$ cat config.mk
export PLATFORM = sky130hd
export DESIGN_NAME = pipelined_addsub
export DESIGN_NICKNAME = d
export VERILOG_FILES = /design/src/rtl/pipelined_addsub.sv
export SDC_FILE = /design/constraint.sdc
export NUM_CORES = 1
export LEC_CHECK = 0
export BUFFER_PORTS_ARGS = -buffer_cell sky130_fd_sc_hd__buf_4
export CORE_MARGIN = 2
export CORE_UTILIZATION = 57
export CTS_CLUSTER_DIAMETER = 200
export DETAILED_ROUTE_END_ITERATION = 8
export GPL_TIMING_DRIVEN = 0
export PLACE_DENSITY = 0.79
export SETUP_SLACK_MARGIN = 0.2
export SLEW_MARGIN = 0
export SYNTH_ARGS = -nofsm -noshare
export SYNTH_HDL_FRONTEND = slang
export SYNTH_SLANG_ARGS = --single-unit
$ cat constraint.sdc
create_clock -name clk -period 4.3 [get_ports clk]
set_input_delay 0.645 -clock clk [delete_from_list [all_inputs] [get_ports clk]]
set_output_delay 0.645 -clock clk [all_outputs]
set_load 0.02 [all_outputs]
$ cat src/rtl/pipelined_addsub.sv
`timescale 1ns/1ps
// pipelined_addsub: WIDTH-bit adder/subtractor with the carry chain cut into SEG-bit segments, one per stage.
// Latency: STAGES = WIDTH/SEG cycles from input transfer to out_valid, plus any cycles spent stalled.
// Backpressure: a single advance enable (!out_valid || out_ready) freezes every stage, bubbles included.
module pipelined_addsub #(
  parameter int WIDTH = 16,
  parameter int SEG   = 4
) (
  input  logic             clk,
  input  logic             rst,
  input  logic             in_valid,
  output logic             in_ready,
  input  logic [WIDTH-1:0] a,
  input  logic [WIDTH-1:0] b,
  input  logic             cin,
  input  logic             sub,
  output logic             out_valid,
  input  logic             out_ready,
  output logic [WIDTH-1:0] sum,
  output logic             cout,
  output logic             ovf,
  output logic             zero
);

  localparam int STAGES = WIDTH / SEG;
  localparam int LAST   = STAGES - 1;
  localparam int MSB    = WIDTH - 1;

  // Reject geometries that cannot be split into whole segments.
  generate
    if (WIDTH < 2) begin : g_bad_width
      $error("pipelined_addsub: WIDTH must be at least 2");
    end
    if ((SEG < 1) || (SEG > WIDTH) || ((WIDTH % SEG) != 0)) begin : g_bad_seg
      $error("pipelined_addsub: SEG must divide WIDTH exactly");
    end
  endgenerate

  // Stage inputs: what each stage sees this cycle (stage 0 from the ports,
  // later stages from the register bank of the stage before).
  logic             w_adv;
  logic [WIDTH-1:0] w_a_in  [STAGES];
  logic [WIDTH-1:0] w_b_in  [STAGES];
  logic [WIDTH-1:0] w_s_in  [STAGES];
  logic             w_c_in  [STAGES];
  logic             w_v_in  [STAGES];
  logic [SEG:0]     w_seg   [STAGES];
  logic [WIDTH-1:0] w_s_nxt [STAGES];
  logic             w_ovf_nxt;
  logic             w_zero_nxt;

  // Per-stage state. r_a/r_b are the operand skew registers, r_s holds the
  // partial sums resolved so far (upper segments stay zero until reached).
  logic             r_vld [STAGES];
  logic             r_cy  [STAGES];
  logic [WIDTH-1:0] r_a   [STAGES];
  logic [WIDTH-1:0] r_b   [STAGES];
  logic [WIDTH-1:0] r_s   [STAGES];
  logic             r_ovf;
  logic             r_zero;

  // Everything moves together, so a full pipe can still accept while it drains.
  assign w_adv    = !r_vld[LAST] || out_ready;
  assign in_ready = w_adv;

  genvar k;
  generate
    for (k = 0; k < STAGES; k++) begin : g_stage
      if (k == 0) begin : g_first
        // Subtraction inverts B once at capture; the caller supplies cin=1 for a true A-B.
        assign w_a_in[k] = a;
        assign w_b_in[k] = sub ? ~b : b;
        assign w_c_in[k] = cin;
        assign w_s_in[k] = '0;
        assign w_v_in[k] = in_valid;
      end else begin : g_next
        assign w_a_in[k] = r_a[k-1];
        assign w_b_in[k] = r_b[k-1];
        assign w_c_in[k] = r_cy[k-1];
        assign w_s_in[k] = r_s[k-1];
        assign w_v_in[k] = r_vld[k-1];
      end

      // One SEG-bit slice of the carry chain; bit SEG is the carry into the next stage.
      assign w_seg[k] = {1'b0, w_a_in[k][k*SEG +: SEG]}
                      + {1'b0, w_b_in[k][k*SEG +: SEG]}
                      + {{SEG{1'b0}}, w_c_in[k]};

      // Merge this slice into the accumulated lower partial sums.
      assign w_s_nxt[k] = w_s_in[k] | (WIDTH'(w_seg[k][SEG-1:0]) << (k * SEG));
    end
  endgenerate

  // Flags need the complete sum, so they are formed where the last slice resolves.
  assign w_ovf_nxt  = (w_a_in[LAST][MSB] == w_b_in[LAST][MSB]) &&
                      (w_s_nxt[LAST][MSB] != w_a_in[LAST][MSB]);
  assign w_zero_nxt = ~|w_s_nxt[LAST];

  // Shift all stages in lock-step on advance; reset flushes every in-flight operation.
  always_ff @(posedge clk) begin
    if (rst) begin
      for (int i = 0; i < STAGES; i++) begin
        r_vld[i] <= 1'b0;
        r_cy[i]  <= 1'b0;
        r_a[i]   <= '0;
        r_b[i]   <= '0;
        r_s[i]   <= '0;
      end
      r_ovf  <= 1'b0;
      r_zero <= 1'b0;
    end else if (w_adv) begin
      for (int i = 0; i < STAGES; i++) begin
        r_vld[i] <= w_v_in[i];
        r_cy[i]  <= w_seg[i][SEG];
        r_a[i]   <= w_a_in[i];
        r_b[i]   <= w_b_in[i];
        r_s[i]   <= w_s_nxt[i];
      end
      r_ovf  <= w_ovf_nxt;
      r_zero <= w_zero_nxt;
    end
  end

  assign out_valid = r_vld[LAST];
  assign sum       = r_s[LAST];
  assign cout      = r_cy[LAST];
  assign ovf       = r_ovf;
  assign zero      = r_zero;

endmodule

== After elaboration in Yosys (flattened, before gate mapping) ==
Memories as Yosys holds them, arrays and structs flattened.
Index checks and enable logic that the tools add are counted.

* Bits in registers: 2
* Bits of input ports: 38
* Output and inout port bits: 21
* Logic and storage cells: 72
* RAM bits: 200
* Memories kept: 5

{| class="wikitable"
|+ Memories
! memory !! words !! width !! read ports !! clocked after memory_dff !! write ports !! line !! text
|-
| r_a || 4 || 16 || 3 || 0 || 4 || 56 || <nowiki>logic [WIDTH-1:0] r_a [STAGES];</nowiki>
|-
| r_b || 4 || 16 || 3 || 0 || 4 || 57 || <nowiki>logic [WIDTH-1:0] r_b [STAGES];</nowiki>
|-
| r_s || 4 || 16 || 4 || 0 || 4 || 58 || <nowiki>logic [WIDTH-1:0] r_s [STAGES];</nowiki>
|-
| r_cy || 4 || 1 || 4 || 0 || 4 || 55 || <nowiki>logic r_cy [STAGES];</nowiki>
|-
| r_vld || 4 || 1 || 4 || 0 || 4 || 54 || <nowiki>logic r_vld [STAGES];</nowiki>
|}

* Add/subtract/negate cells: 8
* Multiplexer cells: 26
* Bitwise logic cells: 24
* Equal/unequal tests: 2
* Reductions and logical operators: 5

{| class="wikitable"
|+ Operators by type and width
! kind !! number
|-
| 2-to-1 mux 16 bit || 13
|-
| adder 4 x 4 -> 5 bit || 4
|-
| adder 5 x 1 -> 5 bit || 4
|-
| bitwise OR 1 bit || 20
|-
| NOT 16 bit || 1
|-
| bitwise OR 16 x 12 -> 16 bit || 1
|-
| bitwise OR 16 bit || 1
|-
| bitwise OR 16 x 8 -> 16 bit || 1
|-
| OR reduction 16 bit || 1
|-
| 2-to-1 mux 1 bit || 13
|-
| zero test 1 bit || 2
|-
| equality test 1 bit || 1
|-
| logical AND 1 bit || 1
|-
| logical OR 1 bit || 1
|-
| inequality test 1 bit || 1
|}

== Logic depth before layout (Yosys ltp) ==
An unclocked memory read counts as a cell.

* Depth in word-level cells: 7
* Depth in mapped cells: 9
* Mapped depth without buffers: 7

== Worst setup path after synthesis ==
Ideal clock, no wire load.

* Path kind: input-to-reg
* Start point: in rst
* End point: mem r_a[0][10] (enable)
* Arrival time: 2.977 ns
* Buffers on the path: 0
* Required time: 3.829 ns
* Path slack: 0.852 ns
* Library setup time: 0.471 ns
* Stages: 1
* Path through: nand2b_1

{| class="wikitable"
|+ RTL lines
! what !! line !! text
|-
| from (decl) || 10 || <nowiki>input logic rst,</nowiki>
|-
| to (decl) || 56 ||
|}

==> results_dict.tcl <==
set metrics [dict create \
    status "finished, final reports clean" \
    drv_cap 0 \
    holdPathStages 2 \
    synth_top_area_share_pct 66.4 \
    required_ns 4.57 \
    skew_ns 0.00633 \
    power_leakage_nw 2.21 \
    critPathMaxFanout 2 \
    synthFlopType "edfxtp_1" \
    p_clk_share_pct 31.8 \
    grt_pass1_wl_um 10900 \
    syn-cell-area_um2 4340 \
    numPortBuffers 57 \
    first_global_vias 2294 \
    final.min_clock_period_ns 2.16 \
    clockBufferDepth 2 \
    finalNetCount 426 \
    final_max_slew_viol_count 0 \
    tightest_slew_ns 0.653 \
    hold_end "zero$_SDFFE_PP0N_" \
    grt_antenna_before_repair 0 \
    num_rows 31 \
    cts_tree "yes" \
    numCtsBuffers 9 \
    hold_ws_ns 0.510 \
    synthToLayoutAreaGrowth_pct 18.4 \
    finalSetupViolations 0 \
    intPower_mw 1.55 \
    start_util_pct 59.3 \
    critPathMaxStageDelay_ns 0.46 \
    switching_share_pct 21.6 \
    drcViolationCount 0 \
    syn_avg_cell_area_um2 14.5 \
    grt.overflow.total 0 \
    ys_ff_latch 98 \
    drive_above_1_share_pct 22.8 \
    fin_util_pct 70.1 \
    synth_cell_types 31 \
    finalHoldViolations 0 \
    drt_wl_total_um 6610 \
    cp_slowest_cell "fa_1" \
    post_drt_wl_per_cell_um 14.0 \
    grt_usage_pct 17.3 \
    fillCellCount 500 \
    postCtsSetupRepairBufs 0 \
    synthCells 299 \
    drtPass1Iterations 4 \
    r2r.worst_path.cells 7 \
    period_share_pct 50.3 \
    multiInputGateArea_um2 1280 \
    post-dp-hpwl_um 4650 \
    endpoint_kind "flip-flop" \
    yosys_warnings 0 \
    cts_root_buf "clkbuf_8" \
    postCtsHoldBufs 0 \
    ir_drop_mv 0.191 \
    relSlewSlack_pct 56.5 \
    dr.first_iter.drc_count 86 \
    die_h_um 91.3 \
    path_cells "inv_1 > fa_1 > inv_1 > fa_1 > nor4_1 > nand4_1 > o31ai_1" \
    die_x_um 91.3 \
    p_sw_mw 0.428 \
    yosysTopAreaCell "edfxtp_1" \
    regToRegSetupSlack_ns 2.14 \
    synth_nets 357 \
    ioPinCount 59 \
    yosysSeqAreaShare_pct 67.3 \
    clk_pin_slew_ns 0.09 \
    gp_congestion 0.724 \
    insertion_delay_ns 0.35 \
    rsz0062_at_grt "false" \
    h-tree-depth 3 \
    combPwrFrac_pct 10.5 \
    ys_top_cells_by_count "96 x edfxtp_1, 69 x and2_1, 21 x nor2_1" \
    routed_via_density 4.92 \
    crit_arrival_ns 2.44 \
    seq_power_share_pct 57.7 \
    worstHoldStart "zero$_SDFFE_PP0N_" \
    design.core.area_um2 7330 \
    via_count 2323 \
    antenna_cells 0 \
    register_area_um2 2920 \
    synth_edf_count 96 \
    fmax_mhz 462 \
    synthArstFlopShare_pct 0 \
    yosysMostFrequentCell "edfxtp_1" \
    p_per_area_nw_per_um2 385 \
    cts.sinks 98 \
    timing.rr.end "zero$_SDFFE_PP0N_" \
    critical_path_class "reg -> reg" \
    grt_max_degree 51 \
    setup.worst_path.start_class "flip-flop" \
    hold_path_class "reg -> reg" \
    ant_nets 0 \
    fp.dieArea_um2 8340 \
    rr_startpoint "r_cy[2]$_SDFFCE_PN0P_" \
    cts-resized-gates 0 \
    ys_top_cells_by_area "edfxtp_1 66%, and2_1 9.9%, fa_1 3.7%" \
]
[cells by family (layout without fill, tap and decap cells)]
logic type	Yosys count	count (layout)	synth area share [%]
buf+inv	29	103	3.31
fa+ha+maj	20	20	7.14
flops	98	98	67.3
compound gates	18	18	2.71
simple gates	112	112	15.1
xor+xnor	22	22	4.44
[metrics by stage]
step           TNS (ns)  cells  area, µm²  total power, mW  setup slack [ns]
2_1_floorplan         0    299       4340             1.29             0.852
5_1_grt               0    472       5140             2.06              1.93
6_report              0    472       5140             1.98              2.14
3_3_place_gp     -0.541    455       4900             1.36          -0.00923
4_1_cts               0    472       5140             2.00              2.12
3_5_place_dp          0    456       4920             1.38              1.77
[layout make-up]
| class | count | area share, % |
|---|---|---|
| plain buffers | 12 | 1.56 |
| clock buffers | 10 | 2.48 |
| clock inverters | 6 | 1.78 |
| inverters | 17 | 1.24 |
| multi-input cells | 172 | 25.0 |
| flip-flops and latches | 98 | 56.8 |
| well taps | 99 | 2.41 |
| repair buffers | 58 | 8.71 |
[worst max-delay path: cells and delay by family, from the launching register on]
kind / cells / cell delay, ns
fa+ha+maj: 2 / 0.92
compound gates: 1 / 0.20
buf+inv: 2 / 0.17
flops: 1 / 0.35
simple gates: 2 / 0.45
[power by group through the flow]
| stage | Sequential [mW] | Combinational (mW) | Clock, mW |
|---|---|---|---|
| CTS | 1.14 | 0.212 | 0.644 |
| finish | 1.14 | 0.208 | 0.631 |
| global placement | 1.16 | 0.200 | 0 |
| floorplan | 1.17 | 0.116 | 0 |
| global route | 1.15 | 0.232 | 0.672 |
| detailed placement | 1.17 | 0.210 | 0 |
[registers in the layout, indices dropped and copies added (netlist names)]
register / count
zero: 1
ovf: 1
r_s: 40
r_cy: 4
r_a: 24
r_b: 24
r_vld: 4
[how the worst max path moves through the flow]
stage / start / to / slack (ns) / depth (start not counted)
2_1_floorplan: rst / r_a[0][10]$_SDFFCE_PN0P_ / 0.85 / 1
3_5_place_dp: sub / r_cy[0]$_SDFFCE_PN0P_ / 1.77 / 9
4_1_cts: r_cy[2]$_SDFFCE_PN0P_ / zero$_SDFFE_PP0N_ / 2.12 / 7
6_report: r_cy[2]$_SDFFCE_PN0P_ / zero$_SDFFE_PP0N_ / 2.14 / 7
3_3_place_gp: rst / r_a[0][10]$_SDFFCE_PN0P_ / -0.009 / 2
5_1_grt: sub / r_cy[0]$_SDFFCE_PN0P_ / 1.93 / 9
[placed cells by master (no fill, tap or decap), types with 2 or more instances in the layout]
cell and count:
ha_1 12, xor2_1 8, and2_1 69, bufinv_16 2, buf_4 58, fa_1 8
clkinvlp_4 3, nor2b_1 6, xnor2_1 14, inv_1 17, a21oi_1 8, dfxtp_1 2
buf_6 4, nand2_1 2, o21ai_0 3, clkbuf_8 9, a21o_1 4, nor2_1 21
edfxtp_1 96, nor3_1 3, nand3b_1 2, clkbuf_1 7, nor4_1 2
[routing by layer]
| metal | GRT usage, % | up-vias | share of wire (%) |
|---|---|---|---|
| li1 | - | 1158 | - |
| met4 | 7.58 | 0 | 2.0 |
| met2 | 29.9 | 71 | 52 |
| met3 | 3.57 | 9 | 5.3 |
| met5 | 0 | - | 0 |
| met1 | 21.2 | 1085 | 41 |
No activity file was read; power rests on OpenSTA's default activity.
